### config.mk
export PLATFORM = sky130hd
export DESIGN_NAME = full_adder_8bits
export DESIGN_NICKNAME = d
export VERILOG_FILES = /design/src/rtl/full_adder_8bits_pkg.sv /design/src/rtl/full_adder_1bit.sv /design/src/rtl/full_adder_8bits.sv
export SDC_FILE = /design/constraint.sdc
export NUM_CORES = 1
export LEC_CHECK = 0
export CAP_MARGIN = 20
export CELL_PAD_IN_SITES_DETAIL_PLACEMENT = 1
export CELL_PAD_IN_SITES_GLOBAL_PLACEMENT = 1
export CORE_MARGIN = 2
export CORE_UTILIZATION = 31
export CTS_CLUSTER_DIAMETER = 60
export CTS_CLUSTER_SIZE = 12
export DETAILED_ROUTE_END_ITERATION = 16
export GPL_TIMING_DRIVEN = 0
export HOLD_SLACK_MARGIN = 0.15
export PLACE_DENSITY_LB_ADDON = 0.12
export SYNTH_ARGS = -nofsm -noshare
export SYNTH_HDL_FRONTEND = slang
export SYNTH_SLANG_ARGS = --single-unit
### constraint.sdc
create_clock -name clk -period 2.2 [get_ports clk]
set_clock_uncertainty 0.05 [all_clocks]
set_input_delay 0.44 -clock clk [delete_from_list [all_inputs] [get_ports clk]]
set_output_delay 0.44 -clock clk [all_outputs]
set_load 0.005 [all_outputs]
### src/rtl/full_adder_8bits_pkg.sv
// -----------------------------------------------------------------------------
// full_adder_8bits_pkg
// Shared constants and helpers for the registered ripple-carry adder.
//   AdderWidth      : default operand width of full_adder_8bits
//   signed_overflow : two's-complement overflow from the MSB carry pair
// -----------------------------------------------------------------------------
package full_adder_8bits_pkg;

   localparam int unsigned AdderWidth = 8;

   // Signed overflow occurs when the carry into the MSB differs from the carry out of it.
   function automatic logic signed_overflow(input logic carry_into_msb,
                                            input logic carry_out_msb);
      return carry_into_msb ^ carry_out_msb;
   endfunction

endpackage

### src/rtl/full_adder_1bit.sv
// -----------------------------------------------------------------------------
// full_adder_1bit
// Purely combinational one-bit full-adder cell.
//   a, b  : addend bits
//   c     : carry in
//   sum   : a ^ b ^ c
//   carry : carry out
// -----------------------------------------------------------------------------
module full_adder_1bit (
   input  logic a,
   input  logic b,
   input  logic c,
   output logic sum,
   output logic carry
);

   logic a_xor_b;

   assign a_xor_b = a ^ b;
   assign sum     = a_xor_b ^ c;
   assign carry   = (a & b) | (c & a_xor_b);

endmodule

### src/rtl/full_adder_8bits.sv
// -----------------------------------------------------------------------------
// full_adder_8bits
// Ripple-carry adder with one clock of latency and registered results.
//   clk       : clock, rising edge
//   rst_n     : asynchronous active-low reset
//   in_valid  : A, B, cin valid this cycle
//   A, B      : unsigned WIDTH-bit addends
//   cin       : carry in at bit 0
//   out_valid : S/ovf/zero hold a new result (one cycle after in_valid)
//   S         : WIDTH+1-bit sum, S[WIDTH] is the carry out
//   ovf       : two's-complement overflow of the WIDTH-bit sum
//   zero      : S == 0, decoded from the registered sum
// -----------------------------------------------------------------------------
module full_adder_8bits
   import full_adder_8bits_pkg::*;
#(
   parameter int unsigned WIDTH = AdderWidth
) (
   input  logic             clk,
   input  logic             rst_n,
   input  logic             in_valid,
   input  logic [WIDTH-1:0] A,
   input  logic [WIDTH-1:0] B,
   input  logic             cin,
   output logic             out_valid,
   output logic [WIDTH:0]   S,
   output logic             ovf,
   output logic             zero
);

   // carry[i] is the carry into bit i; carry[WIDTH] is the final carry out.
   logic [WIDTH:0]   carry;
   logic [WIDTH-1:0] sum_bits;

   assign carry[0] = cin;

   for (genvar i = 0; i < WIDTH; i++) begin : g_cell
      full_adder_1bit u_fa (
         .a     (A[i]),
         .b     (B[i]),
         .c     (carry[i]),
         .sum   (sum_bits[i]),
         .carry (carry[i+1])
      );
   end

   logic [WIDTH:0] s_d, s_q;
   logic           ovf_d, ovf_q;
   logic           valid_d, valid_q;

   // Results load only on accepted operands; otherwise the last result is held.
   always_comb begin
      s_d     = s_q;
      ovf_d   = ovf_q;
      valid_d = in_valid;
      if (in_valid) begin
         s_d   = {carry[WIDTH], sum_bits};
         ovf_d = signed_overflow(carry[WIDTH-1], carry[WIDTH]);
      end
   end

   always_ff @(posedge clk or negedge rst_n) begin
      if (!rst_n) begin
         s_q     <= '0;
         ovf_q   <= 1'b0;
         valid_q <= 1'b0;
      end else begin
         s_q     <= s_d;
         ovf_q   <= ovf_d;
         valid_q <= valid_d;
      end
   end

   assign S         = s_q;
   assign ovf       = ovf_q;
   assign out_valid = valid_q;
   assign zero      = (s_q == '0);

endmodule

# --- Word-level counts from Yosys, hierarchy flattened ---
# Index checks and enable logic that the tools add are counted.
classes:
  reduce_logical: 1
  n_bitwise: 41
op_table:
  columns: ["operator", "count"]
  rows:
  - ["XOR 1 bit", 17]
  - ["AND 1 bit", 16]
  - ["zero test 9 bit", 1]
  - ["bitwise OR 1 bit", 8]
totals:
  wordCells: 45
  in_bits: 20
  register_bits: 11
  output_inout_bits: 12

# --- Logic depth before layout (Yosys ltp) ---
# Gate-level depths: netlist of the first run.
logic_depth:
  depth_word: 18
  mapped_depth: 13
  ltp_nobuf: 13

# --- Hierarchy ---
# A second synthesis of the first run with hierarchy kept.
unflattened:
  hier_cells: 35
  area_unflattened_um2: 589.3
by_module_without_submodules:
  columns: ["module", "seq_area_each_um2", "cells_each", "area_each_um2", "n_inst"]
  rows:
  - ["full_adder_8bits", 275.3, 27, 429.2, 1]
  - ["full_adder_1bit", 0.0, 1, 20.0, 8]

# --- Least setup slack after synthesis of the first run ---
# No wires, ideal clock.
synth_path:
  path_kind: "input-to-reg"
  startpoint: "in A[0]"
  endpoint: "reg ovf_q (netlist: ovf)"
  n_path_buf: 0
  setup_slack_ns: -1.580
  t_required_ns: 2.022
  t_arrival_ns: 3.603
  cell_stages: 13
  setup_ns: 0.128
  path_cell_list: "fa_1 > fa_1 > fa_1 > fa_1 > fa_1 > inv_1 > fa_1 > inv_1 > fa_1 > inv_1 > fa_1 > xnor2_1 > mux2_1"
synth_between:
  elab_chain_len: 18
  elab_cells_between_ends: 19
  classes_between: "bitwise: 19"
synth_lines:
  columns: ["element", "line", "rtl"]
  rows:
  - ["start: declaration", "full_adder_8bits.sv:22", "input logic [WIDTH-1:0] A,"]
  - ["XOR 1 bit", "full_adder_1bit.sv:19", "assign a_xor_b = a ^ b;"]
  - ["AND 1 bit", "full_adder_1bit.sv:21", "assign carry = (a & b) | (c & a_xor_b);"]
  - ["bitwise OR 1 bit *", "full_adder_1bit.sv:21", null]
  - ["AND 1 bit *", "full_adder_1bit.sv:21", null]
  - ["bitwise OR 1 bit *", "full_adder_1bit.sv:21", null]
  - ["AND 1 bit *", "full_adder_1bit.sv:21", null]
  - ["bitwise OR 1 bit *", "full_adder_1bit.sv:21", null]
  - ["AND 1 bit *", "full_adder_1bit.sv:21", null]
  - ["(+2 left out)", null, null]
  - ["bitwise OR 1 bit *", "full_adder_1bit.sv:21", null]
  - ["AND 1 bit *", "full_adder_1bit.sv:21", null]
  - ["bitwise OR 1 bit *", "full_adder_1bit.sv:21", null]
  - ["AND 1 bit *", "full_adder_1bit.sv:21", null]
  - ["bitwise OR 1 bit *", "full_adder_1bit.sv:21", null]
  - ["AND 1 bit", "full_adder_1bit.sv:21", null]
  - ["bitwise OR 1 bit", "full_adder_1bit.sv:21", null]
  - ["XOR 1 bit *", "full_adder_8bits_pkg.sv:14", "return carry_into_msb ^ carry_out_msb;"]
  - ["end signal: assignment", "full_adder_8bits.sv:69", "ovf_q <= ovf_d;"]
  - ["end: declaration", "full_adder_8bits.sv:48", "logic ovf_d, ovf_q;"]
# Mark *: on every way between the ends. The rest lies on a longest branch, timed or not.
# A chain may end at the register's enable or synchronous reset.

# --- Final worst setup path of the first run ---
layout_path:
  startpoint: "in cin"
  endpoint: "reg ovf_q (netlist: ovf)"
layout_between:
  elab_chain_len: 17
layout_lines:
  columns: ["element", "line", "rtl"]
  rows:
  - ["start: declaration", "full_adder_8bits.sv:24", "input logic cin,"]
  - ["AND 1 bit *", "full_adder_1bit.sv:21", null]
  - ["bitwise OR 1 bit *", "full_adder_1bit.sv:21", null]
  - ["AND 1 bit *", "full_adder_1bit.sv:21", null]
  - ["bitwise OR 1 bit *", "full_adder_1bit.sv:21", null]
  - ["AND 1 bit *", "full_adder_1bit.sv:21", null]
  - ["bitwise OR 1 bit *", "full_adder_1bit.sv:21", null]
  - ["AND 1 bit *", "full_adder_1bit.sv:21", null]
  - ["bitwise OR 1 bit *", "full_adder_1bit.sv:21", null]
  - ["AND 1 bit *", "full_adder_1bit.sv:21", null]
  - ["bitwise OR 1 bit *", "full_adder_1bit.sv:21", null]
  - ["AND 1 bit *", "full_adder_1bit.sv:21", null]
  - ["bitwise OR 1 bit *", "full_adder_1bit.sv:21", null]
  - ["AND 1 bit *", "full_adder_1bit.sv:21", null]
  - ["bitwise OR 1 bit *", "full_adder_1bit.sv:21", null]
  - ["AND 1 bit", "full_adder_1bit.sv:21", null]
  - ["bitwise OR 1 bit", "full_adder_1bit.sv:21", null]
  - ["XOR 1 bit *", "full_adder_8bits_pkg.sv:14", null]
# Marked as above.

==> flow_summary.yaml, run 1 <==
outcome:
  status: "finished with violations"
  violations: "setup timing"
cts:
  postCtsHoldBufs: 0
  cts.path.max_buffers: 2
  numCtsBuffers: 3
  cts_tree: "done"
  clk_pin_slew_ns: 0.08
  htree_levels: 1
  worstSkewPairLatency_ns: 0.26
  clock-root-buffer: "clkbuf_4"
  clkSinkCount: 11
floorplan:
  fp.dieW_um: 48.6
  core-area_um2: 1920
  fp.dieArea_um2: 2360
  ios: 32
  die_h_um: 48.6
  fp-row-count: 16
  start_util: 0.320
worst_hold_path:
  hold_class: "in -> async"
sta:
  setup_violations: 6
  hold_violations: 0
  clock.fmax_mhz: 287
  rsz0062_at_grt: "true"
  whs_ns: 0.453
  tightest_slew_ns: 0.515
  finalCritPeriodShare: 1.58
  fin_setup_tns_ns: -5.51
  slew_headroom: 0.655
  setup_slack_ns: -1.29
  min_period_ns: 3.49
  maxSlewViolCount: 0
placed_design:
  dp_hpwl_um: 1140
  place_area_um2: 985
  place_congestion: 0.733
  preCtsSetupSlack_ns: -1.97
  io_buffers: 31
power:
  p_per_area_nw_per_um2: 647
  power.leakage_uw: 0.000448
  max-vdd-ir-drop_mv: 0.322
routing:
  via_count: 466
  drtPass1Iterations: 2
  finalWirelength_um: 1430
  routedWlPerCell_um: 13.2
  viasPerCell: 4.28
  drt_iter0_markers: 1
  drc: 0
  final_antenna_net_count: 0
setup_path:
  critPathBufInv: 4
  cpLargestDelayFamily: "adder cells"
  r2r_cells: 1
  worstPathCellList: "buf_6 -> fa_2 -> fa_2 -> fa_2 -> fa_2 -> fa_2 -> inv_2 -> fa_2 -> inv_2 -> fa_2 -> inv_2 -> fa_2 -> xnor2_2 -> mux2_4"
  reg2reg_from: "S[6]"
  cp.arrival_ns: 3.59
  required_ns: 2.30
  startpoint_type: "input port"
  cp-end-kind: "register"
  regToRegEndpoint: "S[6]"
  rrSetupSlack_ns: 1.36
  cp_slowest_cell: "fa_2"
  critPathMaxFanout: 2
  setup.worst_path.class: "in -> reg"
  cp_slowest_stage_delay_ns: 0.38
  crit_top_cell: "fa_2"
synth:
  yosys.area.top_type_share: 0.447
  ys_types: 13
  ys_top_cells_by_count: "dfrtp_1, fa_1, inv_1"
  synth-seq-cells: 11
  synth_seq_area_share: 0.447
  syn_nets: 72
  syn-cell-area_um2: 616
  yosysMostFrequentCell: "dfrtp_1"
  synth_top_area_cell: "dfrtp_1"
  synth_edf_count: 0
  syn_avg_cell_area_um2: 14.0
  synth_warnings: 0
  postSynthCellCount: 44
  synthArstFlopShare: 1.00
  synthFlopType: "dfrtp_1"
  ys_top_cells_by_area: "dfrtp_1, fa_1, mux2_2"
grt:
  grt_use_total: 0.150
  overflow: 0
  grt_max_degree: 12
  grt_pass1_vias: 551
  antenna_found_initial: 0
  grt_pass1_wl_um: 2650
layout:
  final_nets: 111
  fillers: 210
  diodes: 0
  fin_area_um2: 1040
  syn_to_final_growth_pct: 69.5
  drive_gt1_frac: 0.402
run:
  maxCapViolations: 0
-- layout by cell type (no fill, tap or decap), types with 2 or more instances in the layout --
cell type,n
clkdlybuf4s50_1,26
dfrtp_1,11
fa_2,8
inv_1,5
mux2_4,4
inv_2,3
buf_2,3
mux2_2,3
clkbuf_4,3
nor2_1,2
buf_6,2
buf_4,2
-- timing repair --
action,in CTS,in global routing
setup buffers,2,1
setup endpoints to repair,8,8
pin swaps,9,7
resized for setup,20,4
-- final cells by class --
class	instances	area [µm²]	share of cell area
Multi-Input combinational cell	24	352	0.337
Timing Repair Buffer	34	322	0.308
Sequential cell	11	275	0.264
Tap cell	27	33.8	0.0324
Inverter	8	30.0	0.0288
Clock buffer	4	26.3	0.0252
Buffer	1	5.00	0.00480
-- how the worst max path moves through the flow --
stage / start / to / slack (ns) / depth (start not counted)
2_1_floorplan: A[0] / ovf / -1.34 / 13
5_1_grt: cin / ovf / -1.37 / 14
3_5_place_dp: A[0] / ovf / -1.97 / 14
3_3_place_gp: A[0] / ovf / -1.92 / 14
6_report: cin / ovf / -1.29 / 14
4_1_cts: cin / ovf / -1.34 / 14
-- metrics by stage --
step,instances,util,power [µW]
final,109,0.543,676
after global routing,109,0.543,724
after CTS,108,0.535,680
after detailed placement,102,0.512,518
after global placement,102,0.512,510
after floorplan,44,-,364
-- power by group --
part | total (µW) | switching (µW) | internal, µW
Combinational | 254 | 80.2 | 173
Sequential | 278 | 34.0 | 244
Clock | 144 | 74.0 | 70.2
Total | 676 | 188 | 487
-- logic make-up (layout without fill, tap and decap cells) --
kind of cell / count (synthesis) / count (layout) / synth area share
flip-flops: 11 / 11 / 0.447
buffers and inverters: 9 / 47 / 0.0569
adder cells (fa/ha/maj): 8 / 8 / 0.260
multiplexers: 8 / 8 / 0.144
AND/OR/NAND/NOR: 5 / 5 / 0.0610
AO/OA/AOI/OAI: 2 / 2 / 0.0163
XOR/XNOR: 1 / 1 / 0.0142
-- flip-flops by register name (all words and copies together) (netlist names) --
register / cells
S: 9
out_valid: 1
ovf: 1
-- metal layers --
layer | GRT usage | routed length, µm | up-vias
met5 | 0 | 0 | -
met4 | 0.0571 | 0 | 0
met3 | 0.0432 | 72 | 0
met2 | 0.257 | 776 | 17
met1 | 0.177 | 585 | 235
li1 | - | - | 214
No activity file was read; power rests on OpenSTA's default activity.
==> run 2: changes to the inputs <==
--- a/config.mk
+++ b/config.mk
@@ -10,7 +10,6 @@
 export CELL_PAD_IN_SITES_GLOBAL_PLACEMENT = 1
 export CORE_MARGIN = 2
 export CORE_UTILIZATION = 31
-export CTS_CLUSTER_DIAMETER = 60
 export CTS_CLUSTER_SIZE = 12
 export DETAILED_ROUTE_END_ITERATION = 16
 export GPL_TIMING_DRIVEN = 0
==> results of run 2 <==
Same layout as run 1: the final DEF is identical, and so are final timing and power.
==> run 3: changes to the inputs <==
--- a/config.mk
+++ b/config.mk
@@ -13,7 +13,7 @@
 export CTS_CLUSTER_SIZE = 12
 export DETAILED_ROUTE_END_ITERATION = 16
 export GPL_TIMING_DRIVEN = 0
-export HOLD_SLACK_MARGIN = 0.15
+export HOLD_SLACK_MARGIN = 0.05
 export PLACE_DENSITY_LB_ADDON = 0.12
 export SYNTH_ARGS = -nofsm -noshare
 export SYNTH_HDL_FRONTEND = slang
==> results of run 3 <==
Same layout as run 1: the final DEF is identical, and so are final timing and power.
